==> config.mk <==
export PLATFORM = sky130hd
export DESIGN_NAME = add_serial_driver_flat
export DESIGN_NICKNAME = d
export VERILOG_FILES = /design/src/rtl/add_serial_pkg.sv /design/src/rtl/add_serial_driver_if.sv /design/src/rtl/sat_counter.sv /design/src/rtl/add_serial_driver.sv /design/src/flat_wrapper.sv
export SDC_FILE = /design/constraint.sdc
export NUM_CORES = 1
export LEC_CHECK = 0
export CAP_MARGIN = 0
export CORE_ASPECT_RATIO = 1.1
export CORE_MARGIN = 5
export CORE_UTILIZATION = 52
export DETAILED_ROUTE_END_ITERATION = 16
export PLACE_DENSITY_LB_ADDON = 0.2
export SYNTH_ARGS = -nofsm -noshare
export SYNTH_HDL_FRONTEND = slang
export SYNTH_SLANG_ARGS = --single-unit
==> constraint.sdc <==
create_clock -name clk -period 3.3 [get_ports clk]
set_clock_uncertainty 0.15 [all_clocks]
set_input_delay 0.66 -clock clk [delete_from_list [all_inputs] [get_ports clk]]
set_output_delay 0.66 -clock clk [all_outputs]
set_load 0.02 [all_outputs]
==> src/rtl/add_serial_pkg.sv <==
// Shared types and constants for the serial-adder transaction driver.
package add_serial_pkg;

  localparam int DEF_WIDTH   = 8;
  localparam int DEF_LATENCY = 9;

  typedef enum logic [2:0] {
    S_IDLE    = 3'd0,
    S_ISSUE   = 3'd1,
    S_WAIT    = 3'd2,
    S_CAPTURE = 3'd3,
    S_OUT     = 3'd4
  } state_t;

  // Wide enough to hold LATENCY-1 for any LATENCY >= 1.
  function automatic int wait_cnt_w(input int latency);
    return $clog2(latency + 1);
  endfunction

endpackage

==> src/rtl/add_serial_driver_if.sv <==
// Operand stream, adder-side bus and result stream of the serial-adder driver.
interface add_serial_driver_if
  import add_serial_pkg::*;
#(
  parameter int WIDTH = DEF_WIDTH,
  parameter int CNT_W = 8
);

  logic             in_valid;
  logic             in_ready;
  logic [WIDTH-1:0] in_a;
  logic [WIDTH-1:0] in_b;

  logic             add_en;
  logic [WIDTH-1:0] add_a;
  logic [WIDTH-1:0] add_b;
  logic [WIDTH-1:0] add_out;

  logic             res_valid;
  logic             res_ready;
  logic [WIDTH-1:0] res_sum;
  logic             res_mismatch;
  logic [CNT_W-1:0] err_count;

  // The driver itself.
  modport master (
    input  in_valid, in_a, in_b, add_out, res_ready,
    output in_ready, add_en, add_a, add_b, res_valid, res_sum, res_mismatch, err_count
  );

  // Operand producer, adder and result consumer seen from outside.
  modport slave (
    output in_valid, in_a, in_b, add_out, res_ready,
    input  in_ready, add_en, add_a, add_b, res_valid, res_sum, res_mismatch, err_count
  );

endinterface

==> src/rtl/sat_counter.sv <==
// Up-counter that sticks at its all-ones value; synchronous reset and clear.
module sat_counter #(
  parameter int CNT_W = 8
) (
  input  logic             clk,
  input  logic             rst,
  input  logic             clr,
  input  logic             inc,
  output logic [CNT_W-1:0] count
);

  // NOTE: sequential state is always assigned with <= so every flop samples pre-edge values.
  always_ff @(posedge clk) begin
    if (rst || clr) begin
      count <= '0;
    end else if (inc && (count != '1)) begin
      count <= count + 1'b1;
    end
  end

endmodule

==> src/rtl/add_serial_driver.sv <==
// Sequences one operand pair at a time through the serial adder and checks the sum.
module add_serial_driver
  import add_serial_pkg::*;
#(
  parameter int WIDTH   = DEF_WIDTH,
  parameter int LATENCY = DEF_LATENCY,
  parameter int CNT_W   = 8
) (
  input logic                 clk,
  input logic                 rst,
  add_serial_driver_if.master bus
);

  localparam int                WCNT_W    = wait_cnt_w(LATENCY);
  localparam logic [WCNT_W-1:0] WAIT_LOAD = WCNT_W'(LATENCY - 1);

  state_t            state, state_next;
  logic [WCNT_W-1:0] wait_cnt, wait_cnt_next;

  logic [WIDTH-1:0]  a_q, b_q, exp_q, sum_q;
  logic              en_q, valid_q, mismatch_q;
  logic [CNT_W-1:0]  err_cnt;

  logic              accept, capture, deliver, mismatch_now;

  assign bus.in_ready = (state == S_IDLE) && !rst;
  assign accept       = bus.in_valid && bus.in_ready;
  assign mismatch_now = (bus.add_out != exp_q);

  // Sampling edge is always the end of cycle en+LATENCY: S_WAIT covers LATENCY-1
  // cycles, so it is skipped entirely when LATENCY is 1.
  always_comb begin
    // NOTE: every comb output gets a default first so no path can infer a latch.
    state_next    = state;
    wait_cnt_next = wait_cnt;
    capture       = 1'b0;
    deliver       = 1'b0;
    unique case (state)
      S_IDLE: begin
        if (accept) state_next = S_ISSUE;
      end
      S_ISSUE: begin
        wait_cnt_next = WAIT_LOAD;
        state_next    = (LATENCY == 1) ? S_CAPTURE : S_WAIT;
      end
      S_WAIT: begin
        wait_cnt_next = wait_cnt - 1'b1;
        if (wait_cnt_next == '0) state_next = S_CAPTURE;
      end
      S_CAPTURE: begin
        capture    = 1'b1;
        state_next = S_OUT;
      end
      S_OUT: begin
        if (valid_q && bus.res_ready) begin
          deliver    = 1'b1;
          state_next = S_IDLE;
        end
      end
      default: state_next = S_IDLE;
    endcase
  end

  always_ff @(posedge clk) begin
    if (rst) begin
      state    <= S_IDLE;
      wait_cnt <= '0;
    end else begin
      state    <= state_next;
      wait_cnt <= wait_cnt_next;
    end
  end

  // Operands only move on acceptance, so the adder sees them steady until S_IDLE.
  always_ff @(posedge clk) begin
    if (rst) begin
      en_q       <= 1'b0;
      a_q        <= '0;
      b_q        <= '0;
      exp_q      <= '0;
      sum_q      <= '0;
      mismatch_q <= 1'b0;
      valid_q    <= 1'b0;
    end else begin
      en_q <= (state_next == S_ISSUE);
      if (accept) begin
        a_q   <= bus.in_a;
        b_q   <= bus.in_b;
        exp_q <= WIDTH'(bus.in_a + bus.in_b);
      end
      if (capture) begin
        sum_q      <= bus.add_out;
        mismatch_q <= mismatch_now;
        valid_q    <= 1'b1;
      end else if (deliver) begin
        valid_q <= 1'b0;
      end
    end
  end

  sat_counter #(
    .CNT_W (CNT_W)
  ) u_err_cnt (
    .clk   (clk),
    .rst   (rst),
    .clr   (1'b0),
    .inc   (capture && mismatch_now),
    .count (err_cnt)
  );

  assign bus.add_en       = en_q;
  assign bus.add_a        = a_q;
  assign bus.add_b        = b_q;
  assign bus.res_valid    = valid_q;
  assign bus.res_sum      = sum_q;
  assign bus.res_mismatch = mismatch_q;
  assign bus.err_count    = err_cnt;

endmodule

==> src/flat_wrapper.sv <==
// flat-port wrapper written by rule: the top's interface ports become plain ports
module add_serial_driver_flat import add_serial_pkg::*;
#(
  parameter int WIDTH   = DEF_WIDTH,
  parameter int LATENCY = DEF_LATENCY,
  parameter int CNT_W   = 8
)
  (clk, rst, bus_in_valid, bus_in_a, bus_in_b, bus_add_out, bus_res_ready, bus_in_ready, bus_add_en, bus_add_a, bus_add_b, bus_res_valid, bus_res_sum, bus_res_mismatch, bus_err_count);
  add_serial_driver_if #(.WIDTH(WIDTH), .CNT_W(CNT_W)) bus_i ();
  input logic clk;
  input logic rst;
  input wire logic [$bits(bus_i.in_valid)-1:0] bus_in_valid;
  input wire logic [$bits(bus_i.in_a)-1:0] bus_in_a;
  input wire logic [$bits(bus_i.in_b)-1:0] bus_in_b;
  input wire logic [$bits(bus_i.add_out)-1:0] bus_add_out;
  input wire logic [$bits(bus_i.res_ready)-1:0] bus_res_ready;
  output wire logic [$bits(bus_i.in_ready)-1:0] bus_in_ready;
  output wire logic [$bits(bus_i.add_en)-1:0] bus_add_en;
  output wire logic [$bits(bus_i.add_a)-1:0] bus_add_a;
  output wire logic [$bits(bus_i.add_b)-1:0] bus_add_b;
  output wire logic [$bits(bus_i.res_valid)-1:0] bus_res_valid;
  output wire logic [$bits(bus_i.res_sum)-1:0] bus_res_sum;
  output wire logic [$bits(bus_i.res_mismatch)-1:0] bus_res_mismatch;
  output wire logic [$bits(bus_i.err_count)-1:0] bus_err_count;
  assign bus_i.in_valid = bus_in_valid;
  assign bus_i.in_a = bus_in_a;
  assign bus_i.in_b = bus_in_b;
  assign bus_i.add_out = bus_add_out;
  assign bus_i.res_ready = bus_res_ready;
  assign bus_in_ready = bus_i.in_ready;
  assign bus_add_en = bus_i.add_en;
  assign bus_add_a = bus_i.add_a;
  assign bus_add_b = bus_i.add_b;
  assign bus_res_valid = bus_i.res_valid;
  assign bus_res_sum = bus_i.res_sum;
  assign bus_res_mismatch = bus_i.res_mismatch;
  assign bus_err_count = bus_i.err_count;
  add_serial_driver #(.WIDTH(WIDTH), .LATENCY(LATENCY), .CNT_W(CNT_W)) u_core (.clk(clk), .rst(rst), .bus(bus_i));
endmodule
==> metrics <==
I/O Pins 64; placed instance count 403; die width 75.61 µm; Post-CTS Resized 0; n_diodes 0; Crit Reg-Reg Startpoint u_core.state[2]$_SDFF_PP0_; Tot GR Track Use 18.98%; Final Cell Area 3203 µm²; Mapped Cells 297; vias in the first global route 2,140; Yosys Warn Count 0; Area growth, synth to finish 30.08%; Worst-Skew Late Latency 0.30 ns; Peak VDD IR 0.2974 mV; Synthesized Nets 336; total wire length 5520 µm; Seq/Total Area, Yosys 40.65%; post-route ant nets 0; I/O Buffers 63; Yosys reg bits 50; # rows 26; via/cell ratio 5.326; first-pass GRT wire length 9287 µm; CTS tree built; post-route insts no fill 411; min Tclk post-route 2.573 ns; Post-synth EDFFs 0; Clock H-tree levels 2; CTS Buf Count 5; PwrDens 402.8 nW/µm²; P_leak 1.138 nW; Remaining Overflow, GRT 0; CP endpoint kind output port; multi-input logic area 1345 µm²; DRC viols 0; Fin. Hold Viols 0; half-perimeter wire length after placement 4078 µm; per-cell routed wire length 13.43 µm; starting density of the core 53.30%; crit-path max FO 12; CTS Hold Bufs 0; most common library cell in the layout ignoring fill and taps nand2_1; asr flop ratio synth 0%; min-delay src u_core.bus.res_mismatch$_SDFFE_PP0P_; worst slack at placement 0.5366 ns; post-route setup TNS 0 ns; layout cells sized above 1 6.197%; Crit Path Category register to output port; clock transition at the registers of the reported paths 0.09 ns; largest net degree at the start of global routing 51; GR Layer Usage met1 23.84%; Longest Clk Path Bufs 2; distinct cell type count after synthesis 53; register area 1001 µm²; initial antenna violation count 0; post-placement cell area 3094 µm²; final setup fails 0; fin worst setup slack 0.7269 ns; Die Span Y 82.17 µm; source of the critical timing path u_core.state[2]$_SDFF_PP0_; Slew Limit Fails 0; Max Cap Viol 0; global routing usage on met2 32.04%; worst min-delay path category register to register; most used cells in the layout excluding fill and tap cells nand2_1 (66), clkdlybuf4s50_1 (62), dfxtp_1 (50), a21oi_1 (36), xnor2_1 (13); Vias 2,189; Slew HR 66.80%; core area 4619 µm²; die area 6213 µm²; met3 global-route usage 4.843%; Avg Cell Area, Syn 8.291 µm²; Worst-Margin Slew 0.4980 ns; Startpoint Class register; Mapped Area 2462 µm²; # clock sinks 50; Post-CTS Setup Repair Bufs 0; worst path required time 2.49 ns; Primary FF master, synth dfxtp_1; DRT Pass-1 Iters 4; filler cell count 397; GPL Wtd Cong 0.8220; Final Net Count 393; status complete, no violations; Pwr Total 1.290 mW; Fmax 388.6 MHz; Worst Path Arrival 1.76 ns; most used routing layer met2; Iter 0 DRT Violations 96; RSZ-0062 raised after global routing false; final period utilization 77.97%; clock root buffer clkbuf_8
synthesized netlist by cell type (2+ instances only):
cell type / count / area, µm²
nand2_1: 66 / 247.7
a21o_1: 2 / 15.01
nand4_1: 4 / 25.02
xor2_1: 2 / 17.52
and2_1: 2 / 12.51
a21boi_0: 3 / 22.52
mux2_1: 3 / 33.78
or3_1: 2 / 12.51
buf_2: 6 / 30.03
buf_6: 2 / 22.52
nand2b_1: 2 / 12.51
nor4b_1: 2 / 17.52
xnor2_1: 13 / 113.9
o21ai_0: 12 / 60.06
dfxtp_1: 50 / 1001
nor2_1: 12 / 45.04
mux2i_1: 3 / 30.03
nor3_1: 7 / 35.03
nand3_1: 3 / 15.01
nor2b_1: 5 / 31.28
a21oi_1: 36 / 180.2
a211oi_1: 4 / 30.03
ha_1: 10 / 125.1
nor4_1: 3 / 18.77
and2_4: 2 / 17.52
clkbuf_1: 6 / 22.52
a31oi_1: 2 / 12.51
inv_1: 8 / 30.03
through the flow:
stage                     hold slack [ns]  utilization (%)
after CTS                          0.3092            69.34
after detailed placement           0.2965            66.98
after global placement             0.2914            66.98
after global routing               0.3292            69.34
after floorplan                    0.2943                -
final                              0.3071            69.34
state kept, by name, indices dropped and copies added (netlist names):
register and flops:
u_core.bus.add_a 8, u_core.bus.add_b 8, u_core.bus.res_sum 8, u_core.exp_q 8
u_core.u_err_cnt.count 8, u_core.wait_cnt 4, u_core.state 3, u_core.bus.add_en 1
u_core.bus.res_mismatch 1, u_core.bus.res_valid 1
power breakdown:
part | switching [mW] | leakage, nW | internal, mW
logic | 0.111 | 0.673 | 0.108
clock network | 0.199 | 0.0579 | 0.223
registers | 0.0218 | 0.406 | 0.628
total | 0.331 | 1.14 | 0.959
per-layer routing:
metal  wire length [µm]  up-vias
met5                  0        -
met3                355        5
met2               2642       56
li1                   -     1135
met4                 60        0
met1               2461      993
worst paths after layout:
path / endpoint / slack [ns] / cells past startpoint
worst min-delay path: u_core.bus.res_mismatch$_SDFFE_PP0P_ / 0.31 / 2
worst max-delay path: bus_in_ready / 0.73 / 2
worst max register to register: u_core.exp_q[6]$_SDFFE_PP0P_ / 1.18 / 6
worst min register to register: u_core.bus.res_mismatch$_SDFFE_PP0P_ / 0.31 / 2
cell type report:
class / count / share of cell area (%)
inverter: 10 / 1.172
clock inverter: 3 / 1.250
multi-input combinational: 222 / 41.99
tap: 56 / 2.188
sequential: 50 / 31.25
clock buffer: 5 / 2.148
timing repair buffer: 65 / 20.00
cell families (layout without fill, tap and decap cells):
logic type                 count (synthesis)  in the layout  share of synthesized area [%]
AOI/OAI and AO/OA                         71             71                          17.28
xor gates and xnor gates                  15             15                          5.336
adders and majority gates                 11             11                          5.894
buffers and inverters                     25             83                          4.725
DFF                                       50             50                          40.65
muxes                                      6              6                          2.591
and+or+nand+nor                          119            119                          23.53
critical path, stage by stage, from the launching register on:
cell and delay, ns:
dfxtp_1 0.45, nor4_4 0.36, clkdlybuf4s50_1 0.66
No activity file was read; power rests on OpenSTA's default activity.
